==> src/rtl/nibble_serial_adder_pkg.sv <==
// Shared types and constants for the nibble-serial adder.
// Consumed by nibble_serial_adder via import nibble_serial_adder_pkg::*.
package nibble_serial_adder_pkg;

  localparam int NIBBLE_W = 4;

  typedef enum logic [1:0] {
    IDLE,
    RUN,
    DONE
  } nsa_state_t;

  function automatic int nsa_nibbles(input int width);
    return width / NIBBLE_W;
  endfunction

endpackage

==> src/rtl/bit_4_ripple_carry.sv <==
// Existing 4-bit ripple-carry adder stage.
// Combinational; reused once per nibble by the serial adder.
module bit_4_ripple_carry (
  input  logic [3:0] a,
  input  logic [3:0] b,
  input  logic       c_0,
  output logic [3:0] s,
  output logic       c_4
);

  logic [4:0] c;

  always_comb begin
    c    = '0;
    s    = '0;
    c[0] = c_0;
    for (int i = 0; i < 4; i++) begin
      s[i]   = a[i] ^ b[i] ^ c[i];
      c[i+1] = (a[i] & b[i]) | (c[i] & (a[i] ^ b[i]));
    end
  end

  assign c_4 = c[4];

endmodule

==> src/rtl/nibble_serial_adder.sv <==
// WIDTH-bit adder, one nibble per clock through a single 4-bit stage.
// Define NIBBLE_SERIAL_ADDER_OVF_EN to enable signed overflow on ovf.
module nibble_serial_adder
  import nibble_serial_adder_pkg::*;
#(
  parameter int WIDTH = 16
) (
  input  logic             clk,
  input  logic             rst_n,
  input  logic             start,
  input  logic [WIDTH-1:0] a,
  input  logic [WIDTH-1:0] b,
  input  logic             c_in,
  output logic             busy,
  output logic             done,
  output logic [WIDTH-1:0] sum,
  output logic             c_out,
  output logic             ovf
);

  localparam int N     = nsa_nibbles(WIDTH);
  localparam int IDX_W = (N > 1) ? $clog2(N) : 1;
  localparam int ACC_W = (N > 1) ? WIDTH - NIBBLE_W : 1;

  if ((WIDTH < NIBBLE_W) || (WIDTH % NIBBLE_W != 0)) begin : g_bad_width
    $error("nibble_serial_adder: WIDTH must be a multiple of 4 and >= 4");
  end

  nsa_state_t       state_q;
  logic [WIDTH-1:0] a_q;
  logic [WIDTH-1:0] b_q;
  logic             cy_q;
  logic [IDX_W-1:0] idx_q;
  logic [ACC_W-1:0] acc_q;
  logic             busy_q;
  logic             done_q;
  logic [WIDTH-1:0] sum_q;
  logic             c_out_q;

  logic [3:0]       s4;
  logic             c4;
  logic [WIDTH-1:0] acc_nx;
  logic             last;

  bit_4_ripple_carry u_rca (
    .a   (a_q[3:0]),
    .b   (b_q[3:0]),
    .c_0 (cy_q),
    .s   (s4),
    .c_4 (c4)
  );

  // New nibble enters at the top; after N steps it has reached bit 0.
  if (N > 1) begin : g_acc
    assign acc_nx = {s4, acc_q};
  end else begin : g_acc1
    assign acc_nx = s4;
  end

  assign last = (idx_q == IDX_W'(N - 1));

`ifdef NIBBLE_SERIAL_ADDER_OVF_EN
  logic a_msb_q;
  logic b_msb_q;
  logic ovf_q;
`endif

  always_ff @(posedge clk or negedge rst_n) begin
    if (!rst_n) begin
      state_q <= IDLE;
      a_q     <= '0;
      b_q     <= '0;
      cy_q    <= 1'b0;
      idx_q   <= '0;
      acc_q   <= '0;
      busy_q  <= 1'b0;
      done_q  <= 1'b0;
      sum_q   <= '0;
      c_out_q <= 1'b0;
`ifdef NIBBLE_SERIAL_ADDER_OVF_EN
      a_msb_q <= 1'b0;
      b_msb_q <= 1'b0;
      ovf_q   <= 1'b0;
`endif
    end else begin
      unique case (state_q)
        IDLE, DONE: begin
          done_q <= 1'b0;
          if (start) begin
            a_q     <= a;
            b_q     <= b;
            cy_q    <= c_in;
            idx_q   <= '0;
            busy_q  <= 1'b1;
            state_q <= RUN;
`ifdef NIBBLE_SERIAL_ADDER_OVF_EN
            a_msb_q <= a[WIDTH-1];
            b_msb_q <= b[WIDTH-1];
`endif
          end else begin
            state_q <= IDLE;
          end
        end
        RUN: begin
          acc_q <= acc_nx[WIDTH-1 -: ACC_W];
          cy_q  <= c4;
          a_q   <= a_q >> NIBBLE_W;
          b_q   <= b_q >> NIBBLE_W;
          idx_q <= idx_q + IDX_W'(1);
          if (last) begin
            sum_q   <= acc_nx;
            c_out_q <= c4;
            busy_q  <= 1'b0;
            done_q  <= 1'b1;
            state_q <= DONE;
`ifdef NIBBLE_SERIAL_ADDER_OVF_EN
            ovf_q <= (a_msb_q == b_msb_q) &&
                     (acc_nx[WIDTH-1] != a_msb_q);
`endif
          end
        end
        default: state_q <= IDLE;
      endcase
    end
  end

  assign busy  = busy_q;
  assign done  = done_q;
  assign sum   = sum_q;
  assign c_out = c_out_q;

`ifdef NIBBLE_SERIAL_ADDER_OVF_EN
  assign ovf = ovf_q;
`else
  assign ovf = 1'b0;
`endif

endmodule

==> config.mk <==
export PLATFORM = sky130hd
export DESIGN_NAME = nibble_serial_adder
export DESIGN_NICKNAME = d
export VERILOG_FILES = /design/src/rtl/nibble_serial_adder_pkg.sv /design/src/rtl/bit_4_ripple_carry.sv /design/src/rtl/nibble_serial_adder.sv
export SDC_FILE = /design/constraint.sdc
export NUM_CORES = 1
export LEC_CHECK = 0
export BUFFER_PORTS_ARGS = -buffer_cell sky130_fd_sc_hd__buf_2
export CORE_AREA = 2 2 75 84
export CTS_CLUSTER_DIAMETER = 80
export DETAILED_ROUTE_END_ITERATION = 6
export DIE_AREA = 0 0 77 86
export PLACE_DENSITY = 0.77
export SLEW_MARGIN = 20
export SYNTH_ARGS = -nofsm -noshare
export SYNTH_HDL_FRONTEND = slang
export SYNTH_SLANG_ARGS = --single-unit
export TNS_END_PERCENT = 5
==> constraint.sdc <==
create_clock -name clk -period 3 [get_ports clk]
set_clock_uncertainty 0.15 [all_clocks]
set_input_delay 0.3 -clock clk [delete_from_list [all_inputs] [get_ports clk]]
set_output_delay 0.3 -clock clk [all_outputs]
set_load 0.05 [all_outputs]
### Word-level counts from Yosys, hierarchy flattened

Index checks and enable logic that the tools add are counted.

* register bits after elaboration: 68
* word-level logic and storage cells: 59
* input port bits: 36
* output and inout bits: 20

* add/subtract/negate cells: 1
* bitwise logic cells: 20
* reductions and logical operators: 7
* multiplexer cells: 16
* eq/ne operators: 5

Operator list (number)
* $pmux W16 S2: 2
* $mux W16: 2
* $and A1 B1 Y1: 8
* $pmux W2 S2: 2
* $xor A1 B1 Y1: 8
* $pmux W1 S2: 3
* $reduce_and A2 Y1: 3
* $mux W1: 5
* $eq A2 B2 Y1 const B: 2
* $mux W2: 2
* $ne A2 B2 Y1 const B: 2
* $or A1 B1 Y1: 4
* $reduce_and A3 Y1: 1
* $add A2 B1 Y2 const B: 1
* $eq A2 B1 Y1 const B: 1
* $logic_not A2 Y1: 1
* $reduce_bool A2 Y1: 1
* $reduce_or A2 Y1: 1

### Logic depth before layout (Yosys ltp)

* word-level depth: 10
* depth in mapped cells: 10
* depth with buffers taken out: 10

### By module

A second synthesis with hierarchy kept.

* cells, all modules: 264
* area, all modules: 3228.1 µm²

By module, submodules not included
* nibble_serial_adder: cells an instance 250, area an instance 3110.5 µm², times used 1
* bit_4_ripple_carry: cells an instance 14, area an instance 117.6 µm², times used 1

### Least setup slack after synthesis

Ideal clock, no wire load.

* kind: reg-to-reg
* from: register a_q[0]
* to: register acc_q[11]
* setup slack: 0.763 ns
* data required time: 2.767 ns
* stages on the path, launching flop included: 9
* library setup time: 0.083 ns
* data arrival time: 2.005 ns
* period minus slack after synthesis: 2.237 ns
* path through: dfrtp_1 > fa_1 > inv_1 > fa_1 > inv_1 > fa_1 > inv_1 > fa_1 > o21ai_0

* longest elaborated chain between the ends: 8
* elaborated cells between the ends (all ways): 9

RTL lines
* start: declaration: line nibble_serial_adder.sv:30 `logic [WIDTH-1:0] a_q;`
* start signal: assignment: line nibble_serial_adder.sv:107 `a_q <= a_q >> NIBBLE_W;`
* $xor A1 B1 Y1: line bit_4_ripple_carry.sv:19 `c[i+1] = (a[i] & b[i]) | (c[i] & (a[i] ^ b[i]));`
* $and A1 B1 Y1: line bit_4_ripple_carry.sv:19
* $or A1 B1 Y1 (*): line bit_4_ripple_carry.sv:19
* $and A1 B1 Y1 (*): line bit_4_ripple_carry.sv:19
* $or A1 B1 Y1 (*): line bit_4_ripple_carry.sv:19
* $and A1 B1 Y1 (*): line bit_4_ripple_carry.sv:19
* $or A1 B1 Y1 (*): line bit_4_ripple_carry.sv:19
* $xor A1 B1 Y1 (*): line bit_4_ripple_carry.sv:18 `s[i] = a[i] ^ b[i] ^ c[i];`
* end signal: assignment: line nibble_serial_adder.sv:105 `acc_q <= acc_nx[WIDTH-1 -: ACC_W];`
* end: declaration: line nibble_serial_adder.sv:34 `logic [ACC_W-1:0] acc_q;`

Every way passes the cells marked *; elsewhere a longest branch is shown, timed or not.
A chain may end at the register's enable or synchronous reset.

### Final worst setup path

Same ends and word-level chain as after synthesis.

==> qor.log <==
qor: setup_path.arrival_time_of_data_at_the_critical_path_endpoint 2.41 ns
qor: setup_path.critical_path.endpoint_type flip-flop
qor: clocking.cts-buffers-inserted 9
qor: synthesis.synth_edf_count 0
qor: synthesis.yosys_warnings 0
qor: clocking.clkTransAtPathRegs 0.07 ns
qor: floorplanning.design.portCount 56
qor: sta.finalCritPeriodShare 77.1%
qor: global_route.groute.usage.overall 18.1%
qor: sta.finalSetupViolations 0
qor: synthesis.synth_cells 261
qor: clocking.ctsResizeCount 0
qor: synthesis.synth_seq_area_share 55.0%
qor: run_status.status finished clean
qor: power_and_ir_drop.static-leakage-power 1.66 nW
qor: sta.maxClockFrequency 433 MHz
qor: setup_path.maximum_fanout_count_along_the_critical_path 3
qor: synthesis.synth.cells.most_frequent sky130_fd_sc_hd__dfrtp_1, sky130_fd_sc_hd__a21oi_1, sky130_fd_sc_hd__mux2i_1
qor: floorplanning.coreArea 5730 sq um
qor: floorplanning.dieHeight 86 um
qor: finish.layout-area-overhead-vs-synth 16.3%
qor: finish.final_core_util 62.8%
qor: global_route.grt_first_pass_wirelength 9360 um
qor: synthesis.synth_area 3100 sq um
qor: global_route.grt_antenna_before_repair 0
qor: setup_path.worst-r2r-setup-slack 0.69 ns
qor: clocking.insertion_delay 0.34 ns
qor: sta.tightest_slew 0.848 ns
qor: placed_design.dp_hpwl 3720 um
qor: sta.timing.final.crit_period 2.31 ns
qor: floorplanning.initial_utilization 54.0%
qor: job.timing.max_cap.violations 0
qor: power_and_ir_drop.power_per_cell_area 1200 nW/um^2
qor: sta.setup_tns 0 ns
qor: synthesis.synth.top_cells.by_area sky130_fd_sc_hd__dfrtp_1, sky130_fd_sc_hd__mux2_2, sky130_fd_sc_hd__mux2i_1, sky130_fd_sc_hd__a21oi_1, sky130_fd_sc_hd__a211oi_1
qor: finish.layout-drive-gt1-share 29.9%
qor: floorplanning.cell_rows 29
qor: sta.rsz0062_at_grt no
qor: power_and_ir_drop.power.ir.vdd_worst 0.000523 V
qor: global_route.grt_max_degree 69
qor: sta.final_max_slew_viol_count 0
qor: sta.hold_viol_final 0
qor: clocking.clkSinkCount 68
qor: clocking.cts.path.max_buffers 2
qor: routing.route.vias.total 2072
qor: floorplanning.die_w 77 um
qor: routing.drt_first_iter_violations 158
qor: finish.insertedDiodeCount 0
qor: routing.via_per_inst 5.25
qor: synthesis.netlist-cell-type-count 29
qor: setup_path.capture_point_of_the_worst_reg_to_reg_path acc_q[11]$_DFFE_PN0P_
qor: clocking.post_cts.repair.setup_buffers 0
qor: routing.detail_route.wirelength 5480 um
qor: synthesis.post-synth-top-area-cell sky130_fd_sc_hd__dfrtp_1
qor: clocking.ctsRootBufferMaster sky130_fd_sc_hd__clkbuf_8
qor: finish.finalNetCount 354
qor: power_and_ir_drop.total_power 4.30 mW
qor: clocking.hold_buf_cts 0
qor: global_route.vias_in_the_first_global_route 1959
qor: routing.ant_nets 0
qor: placed_design.place.gp.congestion 0.715
qor: setup_path.worstSetupPathType flip-flop to flip-flop
qor: synthesis.post_synth.cell_area_avg 11.9 sq um
qor: synthesis.synth-async-reset-ratio 100%
qor: synthesis.synth-main-ff-cell sky130_fd_sc_hd__dfrtp_1
qor: setup_path.timing.critical_path.required 3.09 ns
qor: routing.wire_per_inst 13.9 um
qor: setup_path.critical_path.startpoint_type flip-flop
qor: setup_path.rr_worst_depth 8
qor: synthesis.yosys_register_bits 68
qor: clocking.cts_htree_levels 3
qor: clocking.cts_tree yes
qor: global_route.grt_overflow_total 0
qor: placed_design.port_buffers 54
qor: synthesis.netlist.area_leader.share 55.0%
qor: floorplanning.die_area 6620 sq um
qor: hold_path.hold_path_class primary input to async pin
qor: synthesis.mappedNetlistNets 302
qor: routing.detail_route.drc_violations 0
qor: sta.max_slew_margin 43.3%
qor: synthesis.synth.most_common_cell sky130_fd_sc_hd__dfrtp_1
qor: routing.detailedRoute.firstPassIterationCount 4
qor: setup_path.r2r-start a_q[0]$_DFFE_PN0P_
## layout make-up
class,instances,area (sq um)
multi-input cells,156,1210
fillers,488,2130
clock buffers,12,155
flip-flops and latches,68,1700
well taps,77,96.3
clock inverters,4,47.5
repair buffers,61,323
inverters,17,63.8
## per-stage QoR
| stage | instances | instance area, sq um | hold slack, ns | worst slack, ns |
|---|---|---|---|---|
| final | 395 | 3600 | 0.00636 | 0.688 |
| after global routing | 395 | 3600 | 0.0294 | 0.473 |
| after CTS | 395 | 3600 | 0.0241 | 0.659 |
| after detailed placement | 379 | 3400 | 0.325 | 0.671 |
| after global placement | 379 | 3400 | 0.325 | 0.691 |
| after floorplan | 261 | 3100 | -0.146 | 0.763 |
## critical path: stages, from the launching register on
cell	delay [ns]
sky130_fd_sc_hd__dfrtp_1	0.41
sky130_fd_sc_hd__fa_1	0.42
sky130_fd_sc_hd__inv_1	0.07
sky130_fd_sc_hd__fa_1	0.15
sky130_fd_sc_hd__inv_1	0.05
sky130_fd_sc_hd__fa_1	0.35
sky130_fd_sc_hd__inv_1	0.07
sky130_fd_sc_hd__fa_1	0.41
sky130_fd_sc_hd__o21ai_0	0.16
## worst max-delay path by stage
stage | start | to | slack (ns) | cells past startpoint
floorplan | a_q[0]$_DFFE_PN0P_ | acc_q[11]$_DFFE_PN0P_ | 0.76 | 8
global placement | a_q[0]$_DFFE_PN0P_ | acc_q[11]$_DFFE_PN0P_ | 0.69 | 8
detailed placement | a_q[0]$_DFFE_PN0P_ | acc_q[11]$_DFFE_PN0P_ | 0.67 | 8
CTS | a_q[0]$_DFFE_PN0P_ | acc_q[11]$_DFFE_PN0P_ | 0.66 | 8
global route | a_q[0]$_DFFE_PN0P_ | acc_q[11]$_DFFE_PN0P_ | 0.47 | 8
finish | a_q[0]$_DFFE_PN0P_ | acc_q[11]$_DFFE_PN0P_ | 0.69 | 8
## flip-flops by register name, indices dropped and copies added, names as in the netlist
signal and cells:
busy 1, acc_q 12, sum 16, state_q 2
idx_q 2, done 1, cy_q 1, c_out 1
b_q 16, a_q 16
## metal layers
layer | wire [um] | vias to the layer above | GRT usage, %
met5 | 0 | - | 0
met4 | 72 | 0 | 6.82
met3 | 270 | 10 | 5.16
met2 | 2550 | 49 | 28.2
met1 | 2580 | 999 | 24.3
li1 | - | 1014 | -
## power by group
| part | switching, mW | total (mW) | internal [mW] |
|---|---|---|---|
| logic | 1.14 | 1.89 | 0.754 |
| registers | 0.286 | 1.66 | 1.37 |
| clock network | 0.328 | 0.755 | 0.427 |
| total | 1.75 | 4.30 | 2.55 |
## layout by cell type, fill, tap and decap left out, drive strengths merged
cell / n
ha: 1
nor2b: 18
clkinvlp: 1
buf: 61
nand3: 4
nand2b: 2
o21a: 1
nor2: 2
conb: 1
o21ai: 11
nand3b: 1
xnor2: 1
clkinv: 2
o22ai: 8
a21oi: 26
and2b: 1
mux2i: 20
clkbuf: 12
dfrtp: 68
mux2: 25
inv: 17
fa: 4
bufinv: 1
a22o: 6
nand2: 5
and2: 1
o21bai: 1
a211oi: 17
## cells by family after synthesis
group,after synthesis,share of synthesized area (%)
AOI/OAI and AO/OA,70,13.9
DFF,68,55.0
muxes,45,15.6
buffers and inverters,37,5.86
and+or+nand+nor,34,6.31
adders and majority gates,5,2.99
other,1,0.121
xor gates and xnor gates,1,0.283
(Power assumes the default switching activity.)
